## src/rtl/tristate_bus_arbiter.sv

```systemverilog
// Round-robin owner controller for a shared tri-state bus: one-hot grant/oe,
// bounded hold time, and all-floating turnaround cycles between owners.
module tristate_bus_arbiter #(
   parameter  int N_REQ       = 4,
   parameter  int TURN_CYCLES = 1,
   parameter  int MAX_HOLD    = 16,
   localparam int OWN_W       = $clog2(N_REQ)
) (
   input  logic             clk,
   input  logic             rst,
   input  logic [N_REQ-1:0] req,
   output logic [N_REQ-1:0] grant,
   output logic [N_REQ-1:0] oe,
   output logic [OWN_W-1:0] owner,
   output logic             bus_idle,
   output logic             preempt
);

   localparam int HOLD_W = (MAX_HOLD < 1) ? 1 : $clog2(MAX_HOLD + 1);
   localparam int TURN_W = (TURN_CYCLES < 2) ? 1 : $clog2(TURN_CYCLES + 1);

   typedef enum logic [1:0] {S_IDLE, S_GRANT, S_TURN} state_t;

   state_t            r_state, w_state_nxt;
   logic [N_REQ-1:0]  r_grant, w_grant_nxt;
   logic [OWN_W-1:0]  r_owner, w_owner_nxt;
   logic [OWN_W-1:0]  r_ptr, w_ptr_nxt;
   logic [HOLD_W-1:0] r_hold, w_hold_nxt;
   logic [TURN_W-1:0] r_turn, w_turn_nxt;
   logic              r_preempt, w_preempt_nxt;

   logic [N_REQ-1:0]  w_req;
   logic [OWN_W-1:0]  w_scan;
   logic [OWN_W-1:0]  w_pick_idx;
   logic              w_pick_vld;
   logic              w_arb;
   logic              w_rel;

   // Undriven or unknown request bits never count as requesting.
   always_comb begin
      w_req = '0;
      for (int unsigned i = 0; i < N_REQ; i++) begin
         if (req[i] == 1'b1) w_req[i] = 1'b1;
      end
   end

   always_comb begin
      w_pick_vld = 1'b0;
      w_pick_idx = '0;
      w_scan     = '0;
      for (int unsigned k = 1; k <= N_REQ; k++) begin
         w_scan = OWN_W'((32'(r_ptr) + k) % N_REQ);
         if (!w_pick_vld && w_req[w_scan]) begin
            w_pick_vld = 1'b1;
            w_pick_idx = w_scan;
         end
      end
   end

   always_comb begin
      w_state_nxt   = r_state;
      w_grant_nxt   = r_grant;
      w_owner_nxt   = r_owner;
      w_ptr_nxt     = r_ptr;
      w_hold_nxt    = r_hold;
      w_turn_nxt    = r_turn;
      w_preempt_nxt = 1'b0;
      w_arb         = 1'b0;
      w_rel         = 1'b0;

      unique case (r_state)
         S_IDLE: w_arb = 1'b1;
         S_GRANT: begin
            if (!w_req[r_owner]) begin
               w_rel = 1'b1;
            end else if (MAX_HOLD != 0 && r_hold == HOLD_W'(MAX_HOLD)) begin
               w_rel         = 1'b1;
               w_preempt_nxt = 1'b1;
            end else if (r_hold != '1) begin
               w_hold_nxt = r_hold + 1'b1;
            end
         end
         S_TURN: begin
            if (r_turn == TURN_W'(TURN_CYCLES)) w_arb = 1'b1;
            else                                w_turn_nxt = r_turn + 1'b1;
         end
         default: w_state_nxt = S_IDLE;
      endcase

      // With no turnaround the release edge also arbitrates, swapping owners in one edge.
      if (w_rel) begin
         w_grant_nxt = '0;
         if (TURN_CYCLES == 0) begin
            w_arb = 1'b1;
         end else begin
            w_state_nxt = S_TURN;
            w_turn_nxt  = TURN_W'(1);
         end
      end

      if (w_arb) begin
         w_grant_nxt = '0;
         if (w_pick_vld) begin
            w_grant_nxt[w_pick_idx] = 1'b1;
            w_owner_nxt = w_pick_idx;
            w_ptr_nxt   = w_pick_idx;
            w_hold_nxt  = HOLD_W'(1);
            w_state_nxt = S_GRANT;
         end else begin
            w_state_nxt = S_IDLE;
         end
      end
   end

   always_ff @(posedge clk or posedge rst) begin
      if (rst) begin
         r_state   <= S_IDLE;
         r_grant   <= '0;
         r_owner   <= '0;
         r_ptr     <= OWN_W'(N_REQ - 1);
         r_hold    <= '0;
         r_turn    <= '0;
         r_preempt <= 1'b0;
      end else begin
         r_state   <= w_state_nxt;
         r_grant   <= w_grant_nxt;
         r_owner   <= w_owner_nxt;
         r_ptr     <= w_ptr_nxt;
         r_hold    <= w_hold_nxt;
         r_turn    <= w_turn_nxt;
         r_preempt <= w_preempt_nxt;
      end
   end

   assign grant    = r_grant;
   assign oe       = r_grant;
   assign owner    = r_owner;
   assign bus_idle = (r_grant == '0);
   assign preempt  = r_preempt;

endmodule

```

## config.mk

```make
export PLATFORM = sky130hd
export DESIGN_NAME = tristate_bus_arbiter
export DESIGN_NICKNAME = d
export VERILOG_FILES = /design/src/rtl/tristate_bus_arbiter.sv
export SDC_FILE = /design/constraint.sdc
export NUM_CORES = 1
export LEC_CHECK = 0
export CORE_MARGIN = 2
export CORE_UTILIZATION = 49
export DETAILED_ROUTE_END_ITERATION = 16
export HOLD_SLACK_MARGIN = 0.02
export PLACE_DENSITY = 0.76
export SYNTH_ARGS = -nofsm -noshare
export SYNTH_HDL_FRONTEND = slang
export SYNTH_SLANG_ARGS = --single-unit
```

## constraint.sdc

```tcl
create_clock -name clk -period 2 [get_ports clk]
set_input_delay 0.6 -clock clk [delete_from_list [all_inputs] [get_ports clk]]
set_output_delay 0.6 -clock clk [all_outputs]
set_load 0.1 [all_outputs]
```

Word level (Yosys, flattened, before mapping) --
Index checks and enable logic that the tools add are counted.
Word-level totals: register bits after elaboration 17, output and inout port bits 12, latch bits 0, bits of input ports 6, memories 0, logic and storage cells 85, memory bits (writable) 0, bits in read-only memories 0
Operators by class: add/sub/neg operators 6, bitwise operators 0, shift operators 0, eq/ne operators 5, div/mod/pow operators 0, multiply operators 0, magnitude comparators 7, reductions and logical operators 13, mux-type cells 47
Operator list (count):
- 5-bit 2-to-1 mux | 6
- 1-bit 2-to-1 mux | 24
- 2-bit by 3-bit less-than comparator with 1-bit output (second input constant) | 6
- 2-bit 2-to-1 mux | 7
- 4-bit 2-to-1 mux | 3
- 1-bit binary-select mux with 2-bit select | 5
- 5-bit by 1-bit adder with 5-bit output (second input constant) | 1
- 5-bit equality test (second input constant) | 1
- 5-bit != test (second input constant) | 1
- 2-bit by 1-bit adder with 2-bit output (second input constant) | 2
- 2-bit adder (second input constant) | 2
- 1-bit logical AND | 4
- 4-bit logical NOT | 1
- 2-bit nonzero test | 2
- 1-bit logical NOT | 3
- 3-bit by 1-bit != test with 1-bit output (second input constant) | 1
- 3-bit OR reduction | 1
- 1-bit demux with 2-bit select | 1
- 2-bit by 1-bit equality test with 1-bit output (second input constant) | 1
- 2-bit equality test (second input constant) | 1
- 2-bit by 1-bit >= comparator with 1-bit output (second input constant) | 1
- 2-bit logical NOT | 1
- 1-bit case mux with 2 select lines | 1
- 2-bit AND reduction | 1
- 1-bit adder (second input constant) | 1

Logic depth before layout (Yosys ltp) --
Gate-level depths: netlist of run 1.
depth in word-level cells 19, depth in mapped cells 6, gate-level depth less buffers 6

Worst setup path before layout of run 1 --
No wires, ideal clock.
path type register -> output, from register r_grant[0], in the netlist grant[0], to output port bus_idle, path buffers 0, cell stages (with the launch flop) 2, slack -2.394 ns, arrival time 3.794 ns, data required time 1.400 ns, path through dfrtp_1 > nor4_1
Between the ends: cells in the longest elaborated chain, start to end 1
RTL lines:
- start, declared | RTL line 25 | logic [N_REQ-1:0] r_grant, w_grant_nxt;
- start signal, assigned | RTL line 126 | r_grant <= w_grant_nxt;
- 4-bit logical NOT | RTL line 138 | assign bus_idle = (r_grant == '0);
- end, declared | RTL line 15 | output logic bus_idle,
Every way passes these cells.

Worst setup path after layout of run 1 --
from register r_grant[2], in the netlist grant[2], to output port bus_idle
The elaborated chain is that of the path after synthesis.

==> results of run 1 <==
-- metrics by stage --
stage          hold slack (ns)  util (%)   TNS [ns]  setup WS [ns]
5_1_grt                 0.5453     76.16  -0.004280      -0.004280
4_1_cts                 0.5117     75.58          0        0.02555
3_5_place_dp            0.4889     74.06     -2.500        -0.2456
3_3_place_gp            0.4715     74.06     -1.860        -0.1817
6_report                0.5143     76.16          0        0.02447
2_1_floorplan           0.4456         -    -0.3646        -0.3646
-- state kept, by name, summed over array words and instances (netlist names) --
name and cells:
r_turn 1, r_hold 5, preempt 1, grant 4, r_ptr 2, r_state 2
owner 2
-- layout by cell type (no fill, tap or decap), drive strengths merged, types with 3 or more instances in the layout --
| cell type | instances |
|---|---|
| nor3 | 3 |
| nor2 | 10 |
| nand3 | 3 |
| clkdlybuf4s50 | 4 |
| a21oi | 9 |
| inv | 7 |
| clkbuf | 4 |
| o21ai | 3 |
| buf | 22 |
| dfrtp | 15 |
-- worst reg2reg max path, delay by kind of cell (launching register included) --
| kind | cells | cell delay [ns] |
|---|---|---|
| compound gates | 3 | 0.69 |
| buf+inv | 1 | 0.19 |
| flops | 1 | 0.55 |
| simple gates | 1 | 0.11 |
-- area by class of cell --
class,instances,share of cell area (%)
multi-input cells,59,32.45
inverters,7,1.998
repair buffers,27,27.97
flip-flops and latches,17,33.21
clock buffers,4,1.998
well taps,25,2.379
-- power breakdown --
group	leakage (nW)	switching [mW]	internal (mW)	total (mW)
logic	0.372	0.958	0.620	1.58
registers	0.203	0.170	0.473	0.644
clock network	0.0150	0.110	0.0775	0.188
total	0.590	1.24	1.17	2.41
-- repair_timing --
action / 4_1_cts / 5_1_grt
resized for setup: 0 / 1
setup buffers: 0 / 1
setup endpoints to repair: 0 / 3
-- routing by layer --
metal	vias up	GRT usage [%]	part of all wire [%]
met3	6	2.692	4.9
met2	31	41.10	51
li1	370	-	-
met1	380	26.60	41
met4	0	7.222	2.1
met5	-	0	0
-- kinds of logic after synthesis --
kind of cell | count (synthesis) | share of synthesized area (%)
flip-flops | 17 | 47.50
adder cells (fa/ha/maj) | 2 | 2.777
AO/OA/AOI/OAI | 26 | 21.53
buffers and inverters | 12 | 6.806
multiplexers | 2 | 3.611
AND/OR/NAND/NOR | 29 | 17.78
-- final timing paths --
check                           cells after the start     start        end
worst min register to register                      1    r_turn     r_turn
worst min-delay path                                1    r_turn     r_turn
worst max register to register                      5  r_ptr[0]   grant[0]
worst max-delay path                                2  grant[2]   bus_idle
max in group asynchronous                           3       rst  r_hold[2]
min in group asynchronous                           2       rst   grant[2]
==> key figures, run 1 <==
Synthesis
  – Most instantiated cells after synthesis: dfrtp_1 (15), a21oi_1 (9), nor2_1 (9), inv_1 (7), buf_4 (4)
  – Top-count cell post-synth: dfrtp_1
  – Mapped Area: 900.9 um2
  – Mapped Avg Cell Area: 10.24 um2
  – Fraction of registers with async set/reset: 100.0%
  – Top FF cell, synth: dfrtp_1
  – Top area cells in the synthesized netlist: dfrtp_1 (42%), dfstp_2 (5.8%), a21oi_1 (5.0%)
  – Syn Inst Count: 88
  – Number of synthesized register bits: 17
  – Synth cell types: 36
  – Share of the synthesized area in the top cell type: 41.67%
  – Area leader, netlist: dfrtp_1
  – EDFF count, synth: 0
  – Sequential element share of the synthesized area: 47.50%
  – Syn nets: 96
  – Synth warnings: 0

Route
  – Initial DRC Count: 21
  – Antenna viol nets, final: 0
  – DR vias/cell: 5.662
  – Via count: 787
  – WL/cell: 16.07 um
  – First-pass DRT Iterations: 4
  – Final wirelength: 2234 um
  – Drt drc: 0

STA
  – Max-slew violation count: 0
  – Final hold violations: 0
  – Worst-Margin Slew: 0.4076 ns
  – Fin crit share: 98.78%
  – FMAX: 0.5062 GHz
  – Setup Skew: 0.001491 ns
  – Final min period: 1.976 ns
  – Rel. slew slack: 72.66%
  – Final setup fails: 0

Clock tree
  – H-tree lvl count: 1
  – CTS Hold Bufs: 0
  – TritonCTS buffer count: 3
  – Clk sinks: 17
  – CTS root buffer: clkbuf_4
  – CTS tree: done
  – Clk Latency, worst-skew pair: 0.29 ns
  – Clk buf depth: 2
  – Worst-path clk slew: 0.10 ns

Setup path
  – CP required: 1.40 ns
  – Critical Path Max Stage Delay: 0.54 ns
  – Setup crit end kind: primary output
  – CP cell instances: nor4_4 > buf_12
  – Startpoint class of the critical path: flip-flop
  – CP Buf/Inv Count: 1
  – Crit path arrival time: 1.38 ns
  – CP top delay family: flip-flops
  – Worst Path Max Fanout: 4
  – CP Class: reg2out
  – Flop2flop setup slack: 0.39 ns
  – CP max stage cell: dfrtp_4

Layout
  – Ant. Diodes: 0
  – Fin area: 0.001315 mm2
  – Final non-filler cell total: 139
  – Post-layout nets: 123
  – FILL cells: 122
  – Layout area overhead: 45.97%
  – Register Area: 436.7 um2
  – Area taken by multi-input logic gates: 426.7 um2
  – Fraction of layout cells with a size suffix above 1: 35.96%

Die
  – Chip width: 46.88 um
  – Die height: 46.88 um
  – Die ar.: 0.002197 mm2
  – Row cnt: 15
  – CORE AREA: 0.001727 mm2
  – Ports: 18
  – Initial Util: 52.17%

Run status
  – Outcome: finished, final reports clean

Power
  – Highest ir drop seen on vdd: 0.001584 V
  – Pwr per Cell Area: 1832 mW/mm2
  – Design Power: 2.409 mW
  – Leakage: 0.5903 nW

Placement
  – Port bufs: 17
  – DP Wirelength: 1702 um
  – # placed instances: 134
  – Placed instance area: 0.001279 mm2
  – Final Wtd Congestion: 0.9356

Global route
  – First-pass GRT wire length: 3450 um
  – Total global-route track usage: 22.27%
  – Vias in the first global route: 777
  – Antenna violations before repair: 0
  – Pin count of the biggest net entering global routing: 10
  – Grt total ovfl: 0

Flow run
  – # Max-Cap Violations: 0

Worst hold path
  – Class of the worst hold path: reg2reg
(Power assumes the default switching activity.)
==> run 2, diff against run 1 <==
Settings changed: CORE_UTILIZATION 49 to 59, DONT_BUFFER_PORTS set to 1, PLACE_DENSITY 0.76 to 0.74.
==> run 2 against run 1 <==
  * Die area shrank 16%
  * Worst setup slack improved by 0.046 ns
  * Maximum frequency increased by 2.4%
  * Clock skew grew 0.00097 ns
  * Sequential share of layout area up 9.4 points
  * Via count fell by 14%
  * First-iteration DRC count down 71%
  * Worst hold slack lost 0.25 ns
  * Final area is 22% lower
  * Core utilization down 6.5 points
  * Critical path depth unchanged
  * Register-to-register slack got worse by 0.03 ns
==> key figures, run 2 (same netlist as run 1, synthesis figures left out) <==
Run status
  – Outcome: finished, final reports clean

Clock tree
  – CTS root buffer: clkbuf_4
  – CTS tree: done
  – Clk Latency, worst-skew pair: 0.29 ns
  – Post-CTS resize count: 0
  – Clk sinks: 17
  – TritonCTS buffer count: 3
  – Post-CTS setup buffer count: 0
  – CTS Hold Bufs: 0
  – H-tree lvl count: 1
  – Worst-path clk slew: 0.10 ns
  – Clk buf depth: 2

Layout
  – Register Area: 436.7 um2
  – Ant. Diodes: 0
  – Area taken by multi-input logic gates: 426.7 um2
  – Most frequent cells in the layout: dfrtp_1 (10), nor2_1 (9), a21oi_1 (9), buf_4 (9), inv_1 (7)
  – FILL cells: 132
  – Max FFs per register: 5
  – Fraction of layout cells with a size suffix above 1: 30.93%
  – Layout area overhead: 13.75%
  – Fin area: 0.001025 mm2
  – Leading cell type in the layout, fill and taps excluded: dfrtp_1
  – Largest reg by FF count: r_hold
  – Post-layout nets: 106
  – Final non-filler cell total: 113

Global route
  – First-pass GRT wire length: 2718 um
  – Total global-route track usage: 20.02%
  – Met1 usage: 26.46%
  – Vias in the first global route: 655
  – Pin count of the biggest net entering global routing: 18
  – Grt peak-use layer: met2
  – Met3 GRT Util: 3.830%
  – Antenna violations before repair: 0
  – Grt total ovfl: 0
  – GR Util met2: 30.91%

Route
  – Antenna viol nets, final: 0
  – Final wirelength: 1663 um
  – Initial DRC Count: 6
  – Drt drc: 0
  – First-pass DRT Iterations: 4
  – Via count: 673
  – WL/cell: 14.72 um
  – DR vias/cell: 5.956

Die
  – Ports: 18
  – Row cnt: 14
  – CORE AREA: 0.001471 mm2
  – Die ar.: 0.001855 mm2
  – Initial Util: 61.22%
  – Die height: 43.08 um
  – Chip width: 43.08 um

STA
  – Rel. slew slack: 58.34%
  – RSZ-0062 raised after global routing: no
  – Setup_tns: 0 ns
  – Max-slew violation count: 0
  – Worst-Margin Slew: 0.6243 ns
  – PnR worst setup slack: 0.07085 ns
  – Final setup fails: 0
  – FMAX: 0.5184 GHz
  – Fin crit share: 96.46%
  – Final min period: 1.929 ns
  – Setup Skew: 0.002463 ns
  – Final hold violations: 0

Setup path
  – Crit path launch: grant[2]
  – CP required: 1.40 ns
  – Reg2reg start: r_ptr[0]
  – Setup crit end kind: primary output
  – CP Class: reg2out
  – Startpoint class of the critical path: flip-flop
  – Worst Path Max Fanout: 2
  – Crit path arrival time: 1.33 ns

Placement
  – Port bufs: 0
  – # placed instances: 109
  – Placed instance area: 997.2 um2
  – Post-place setup slack: 0.2641 ns
  – DP Wirelength: 1310 um
  – Final Wtd Congestion: 0.7362

Worst hold path
  – Class of the worst hold path: in2async

Flow run
  – # Max-Cap Violations: 0
-- run 2: through the flow --
stage               hold WS [ns]  util [%]
global placement          0.4695     67.77
finish                    0.2604     69.64
CTS                       0.2748     69.64
detailed placement        0.4706     67.77
floorplan                 0.4456         -
global route              0.3139     69.64
-- run 2: final timing paths --
| check | to | slack, ns | cells after the start |
|---|---|---|---|
| max | bus_idle | 0.07 | 2 |
| min in group clk | r_turn | 0.48 | 1 |
| min reg2reg | r_turn | 0.48 | 1 |
| max reg2reg | grant[0] | 0.36 | 4 |
| min | r_hold[0] | 0.26 | 1 |
| max in group asynchronous | grant[2] | 1.28 | 1 |
-- run 2: per-layer routing --
| metal | wire length, um | vias to the layer above |
|---|---|---|
| li1 | - | 329 |
| met1 | 777 | 315 |
| met2 | 754 | 24 |
| met3 | 92 | 5 |
| met4 | 40 | 0 |
| met5 | 0 | - |
-- run 2: cell type report --
type                    count  share of cell area (%)
multi-input cells          59                   41.64
clock inverters             1                  0.4884
repair buffers             10                   8.547
well taps                  16                   1.954
inverters                   7                   2.564
clock buffers               3                   2.198
flip-flops and latches     17                   42.61
-- run 2: worst max-delay path, stage by stage (launching register included) --
cell     delay, ns
dfrtp_4       0.50
nor4_4        0.33
buf_12        0.21
Power of run 2 is left out: the tool's default activity adds up to more than one toggle a clock period on the data nets, which glitch-free logic cannot reach.
==> run 3, diff against run 2 <==
Settings changed: SKIP_CTS_REPAIR_TIMING set to 1.
==> results of run 3 <==
The final DEF is identical to that of run 2; final timing and power are the same.
Power of run 3 is left out for the same reason.
